$ cat config.mk
export PLATFORM = sky130hd
export DESIGN_NAME = ram_4bit_rw
export DESIGN_NICKNAME = d
export VERILOG_FILES = /design/src/rtl/ram_pkg.sv /design/src/rtl/ram_4bit_rw_array.sv /design/src/rtl/ram_4bit_rw.sv
export SDC_FILE = /design/constraint.sdc
export NUM_CORES = 1
export LEC_CHECK = 0
export ABC_AREA = 1
export CAP_MARGIN = 20
export CORE_MARGIN = 2
export CORE_UTILIZATION = 56
export CTS_BUF_LIST = sky130_fd_sc_hd__clkbuf_2
export CTS_CLUSTER_SIZE = 8
export DETAILED_ROUTE_END_ITERATION = 6
export MAX_ROUTING_LAYER = met4
export PLACE_DENSITY = 0.89
export SKIP_LAST_GASP = 1
export SLEW_MARGIN = 40
export SYNTH_ARGS = -nofsm -noshare
export SYNTH_HDL_FRONTEND = slang
export SYNTH_SLANG_ARGS = --single-unit
export TNS_END_PERCENT = 10
$ cat constraint.sdc
create_clock -name clk -period 0.99 [get_ports clk]
set_clock_uncertainty 0.05 [all_clocks]
set_input_delay 0.1485 -clock clk [delete_from_list [all_inputs] [get_ports clk]]
set_output_delay 0.1485 -clock clk [all_outputs]
set_load 0.005 [all_outputs]
$ cat src/rtl/ram_pkg.sv
// rtl/ram_pkg.sv - shared sizing constants and word type for the 16x4 RAM
package ram_pkg;

  localparam int DEF_ADDR_WIDTH = 4;
  localparam int DEF_DATA_WIDTH = 4;
  localparam int DEF_DEPTH      = 1 << DEF_ADDR_WIDTH;

  typedef logic [DEF_DATA_WIDTH-1:0] word_t;

endpackage

$ cat src/rtl/ram_4bit_rw_array.sv
// rtl/ram_4bit_rw_array.sv - reset-clearable register file with write enable and async read port
module ram_4bit_rw_array
  import ram_pkg::*;
#(
  parameter int ADDR_WIDTH = DEF_ADDR_WIDTH,
  parameter int DATA_WIDTH = DEF_DATA_WIDTH
) (
  input  logic                  clk,
  input  logic                  rst_n,
  input  logic                  we_i,
  input  logic [ADDR_WIDTH-1:0] addr_i,
  input  logic [DATA_WIDTH-1:0] wdata_i,
  output logic [DATA_WIDTH-1:0] rdata_o
);

  localparam int DEPTH = 1 << ADDR_WIDTH;

  logic [DATA_WIDTH-1:0] mem_q [DEPTH];

  // Storage: cleared by reset, written only when we_i is a definite 1
  // (an unknown enable falls through to "no write" so contents stay intact).
  always_ff @(posedge clk or negedge rst_n) begin
    if (!rst_n) begin
      for (int i = 0; i < DEPTH; i++) begin
        mem_q[i] <= '0;
      end
    end else if (we_i) begin
      mem_q[addr_i] <= wdata_i;
    end
  end

  assign rdata_o = mem_q[addr_i];

endmodule

$ cat src/rtl/ram_4bit_rw.sv
// rtl/ram_4bit_rw.sv - 16x4 single-port RAM with registered read data
module ram_4bit_rw
  import ram_pkg::*;
#(
  parameter int ADDR_WIDTH = DEF_ADDR_WIDTH,
  parameter int DATA_WIDTH = DEF_DATA_WIDTH
) (
  input  logic                  clk,
  input  logic                  rst_n,
  input  logic [ADDR_WIDTH-1:0] address,
  input  logic [DATA_WIDTH-1:0] data_in,
  input  logic                  rw,
  output logic [DATA_WIDTH-1:0] data_out
);

  logic [DATA_WIDTH-1:0] rdata;
  logic [DATA_WIDTH-1:0] data_out_q;
  logic [DATA_WIDTH-1:0] data_out_d;

  ram_4bit_rw_array #(
    .ADDR_WIDTH(ADDR_WIDTH),
    .DATA_WIDTH(DATA_WIDTH)
  ) u_array (
    .clk    (clk),
    .rst_n  (rst_n),
    .we_i   (rw),
    .addr_i (address),
    .wdata_i(data_in),
    .rdata_o(rdata)
  );

  // Output next-state: writes hold the previous read value; anything else
  // (including an unknown rw) is treated as a read of the addressed word.
  always_comb begin
    data_out_d = rdata;
    if (rw) begin
      data_out_d = data_out_q;
    end
  end

  // Read data register, cleared asynchronously with the storage.
  always_ff @(posedge clk or negedge rst_n) begin
    if (!rst_n) begin
      data_out_q <= '0;
    end else begin
      data_out_q <= data_out_d;
    end
  end

  assign data_out = data_out_q;

endmodule

==> summary by stage <==
Outcome
The flow ran to the end, but the final reports show violations. The checks that failed: setup timing.

Finish
The number of nets in the finished design is 479. The filler cell count in the final layout is about 420. The fraction of layout instances using a drive strength above 1 is around a fifth. Measured on the finished design, the core utilization comes to 71.2%.

The antenna diode count is 0. The synthesis-to-finish area growth is 22.0%.

GRT
Summed over all layers, the global routing overflow is 0. For this run, global-route usage on met3 was measured as 5.66%. The initial antenna violation count is 0. The global routing usage on met2 is 46.1%. The via count of the first global-routing pass was 2927. The busiest layer in global routing is met2. The first global-routing pass estimated ~14000 um of wire.

The largest net degree at the start of global routing is 69. The total routing resource utilization after global routing is 28.9%. Global routing used 35.7% of the available met1 tracks.

Worst setup path
In this design, the largest share of critical-path delay is due to flip-flops. The stage delay of the slowest cell on the critical path is 0.42 ns. For the worst setup path, the data arrival time is 1.06 ns. The worst register-to-register path begins at u_array.mem_q[62]. The category of the worst setup path capture point is a primary output. At the worst endpoint, the required time is 0.79 ns. The depth of the worst register-to-register path is 8.

The critical path starts at data_out[2]. Together, buffers and inverters on the worst path number 1. Of all nets on the critical path, the largest fanout is 2.

The critical path in this run is classified as register to primary output. Across all register-to-register paths, the minimum setup slack is -0.22 ns. Walking the worst path, the cells encountered are buf_2. The library cell contributing the largest single delay on the critical path is dfrtp_1. The endpoint identified for the worst register-to-register timing path is data_out[2]. The startpoint type of the worst setup path is a register.

CTS
Clock tree synthesis found a total of 68 sinks. Buffers inserted during clock tree synthesis total 9. TritonCTS built the clock tree. The H-tree generated during clock tree synthesis spans 3 levels. The maximum number of buffers from clock root to sink is 2. The clock transition at the register clock pins on the worst setup and hold paths after CTS is 0.22 ns. The clock latency on the worst-skew pair is 0.54 ns. In this run the clock root is driven by a clkbuf_2.

Route
The count of routing violations after the opening detailed-route iteration is between 200 and 300. The detailed router placed 2982 vias in this run. The number of vias per cell is 5.47. In the routed design, unresolved DRC markers number 0.

The count of nets left with antenna violations after detail routing is 0. The pre-antenna-repair detailed-routing pass consisted of 5 iterations. The routed design has a little over 8000 um of wire. In the final routed layout, each cell accounts on average for 14.8 um.

Placed design
The final weighted congestion in routability-driven placement is about 0.89. After legalization and detailed placement, the total HPWL measured 5270 um. The worst-case setup slack after placement is -0.801 ns. During placement, the flow inserted port buffers numbering 14.

Floorplan
In this run the standard cell core region covers 5540 um^2. The overall die width is 80.0 um. The die outline area is 6400 um^2. The cell row count is 27. The initial utilization of the core area, before any placement, comes to 58.4%. The die extent in y is 80.0 um. 15 I/O pins were placed.

Logic synthesis
By count the netlist is led by 178 x nand2_1, 68 x dfrtp_1, 39 x nor2_1. The most numerous cell in the Yosys netlist is nand2_1. The cell area after synthesis is 3230 um^2.

Synthesis inferred 68 register bits. The synthesized area per cell is 7.79 um^2. Of all flip-flops after synthesis, the portion carrying an async set or reset was 100%.

The area share of the largest cell type after synthesis is 52.6%. The number of synthesis warnings is 0. The netlist uses 19 different library cells. Among all flip-flop cells after synthesis, the most frequent one is dfrtp_1. The number of enable flip-flop cells after synthesis is 0.

By area the synthesized netlist is led by dfrtp_1 53%, nand2_1 21%, nor2_1 4.5%. The synthesized instance count is a little over 400. The net count of the mapped netlist is 426.

The biggest area contributor in the post-synthesis netlist is dfrtp_1. Summing the sequential cell areas from Yosys gives 52.6% of the chip area.

STA
The worst path in the final design needs a cycle of between 1 and 1.5 ns, including I/O delays and setup. Setup violations remaining at the end of the flow were counted as 21. The highest attainable clock frequency is 0.793 GHz. The final setup slack of the worst path is -0.271 ns. The hold violation total from the final report came to 0. Setup repair after global routing could not meet its margin everywhere. The worst path uses 127% of the clock period. The number of max-slew violations in the final report is 0. Hold is met by 0.0659 ns. Adding up every negative setup slack in the final design gives -2.39 ns. In this run the tightest slew margin relative to its limit is 76.7%.

The slew at the pin closest to its max-slew limit is 0.350 ns.

Job
The number of max-cap violations is 0.

Hold path
The path category of the worst min-delay check is primary input to async pin.

Pwr
The design draws 7.26 mW. The leakage power total is 1.98 nW. Across the VDD grid, the largest voltage drop is 0.00107 V. The cell area power density is around 1800 nW/um^2.
-- area by class of cell --
type | instances | area, um^2 | share of cell area [%]
Sequential cell | 68 | 1700 | 43.1
Multi-Input combinational cell | 318 | 1410 | 35.8
Timing Repair Buffer | 58 | 549 | 13.9
Clock inverter | 7 | 91.3 | 2.32
Tap cell | 72 | 90.1 | 2.28
Inverter | 13 | 56.3 | 1.43
Clock buffer | 9 | 45.0 | 1.14
-- per-layer routing --
metal / vias up / routed length [um]
li1: 1435 / -
met1: 1396 / 3400
met2: 118 / 3890
met3: 33 / 525
met4: 0 / 254
met5: - / 0
-- where the power goes --
part	switching (mW)	total (mW)	leakage, nW	internal [mW]
combinational	0.894	1.66	1.07	0.771
clock	1.06	1.88	0.0833	0.828
sequential	0.350	3.71	0.830	3.36
total	2.30	7.26	1.98	4.96
-- state kept, by name, summed over array words and instances (netlist names) --
name	flops
u_array.mem_q	64
data_out	4
-- tightest hold or removal path, stage by stage --
cell           delay [ns]
dlygate4sd3_1        0.52
buf_2                0.12
buf_12               0.31
-- stage by stage --
stage          cells  instance area [um^2]
2_1_floorplan    415                  3260
3_3_place_gp     524                  3760
3_5_place_dp     524                  3760
4_1_cts          544                  3930
5_1_grt          545                  3950
6_report         545                  3950
-- worst max-delay path by stage --
stage / depth (start not counted) / to / slack [ns]
6_report: 1 / data_out[2] / -0.27
5_1_grt: 1 / data_out[1] / -0.32
4_1_cts: 1 / data_out[2] / -0.28
3_5_place_dp: 8 / u_array.mem_q[42] / -0.80
3_3_place_gp: 8 / u_array.mem_q[11] / -0.70
2_1_floorplan: 6 / u_array.mem_q[29] / -0.09
-- repair_timing --
item	4_1_cts	5_1_grt
pin swaps	3	3
hold buffers	1	0
setup buffers	3	1
resized for setup	23	2
hold endpoints to repair	68	0
gates cloned	0	0
endpoints found under the setup margin	67	59
-- kinds of logic after synthesis --
| family | Yosys count | synth area share [%] |
|---|---|---|
| buffers and inverters | 29 | 4.37 |
| and+or+nand+nor | 254 | 33.1 |
| DFF | 68 | 52.6 |
| AOI/OAI and AO/OA | 64 | 9.90 |
-- layout by cell type, fill, tap and decap left out --
cell             count
a21oi_1             24
buf_12               8
buf_2                5
buf_4               34
buf_6                1
bufinv_16            2
clkbuf_2             9
clkdlybuf4s50_1      7
clkinv_1             1
clkinv_2             2
clkinv_4             2
dfrtp_1             68
dlygate4sd2_1        2
dlygate4sd3_1        1
inv_1                8
inv_2                3
inv_4                1
inv_6                1
nand2_1            174
nand2_2              8
nand3_1             19
nand3_2              1
nand4_1              4
nor2_1              37
nor2_2               3
nor2_4               6
nor3_4               2
o21ai_0             23
o21ai_1             17
(Power assumes the default switching activity.)
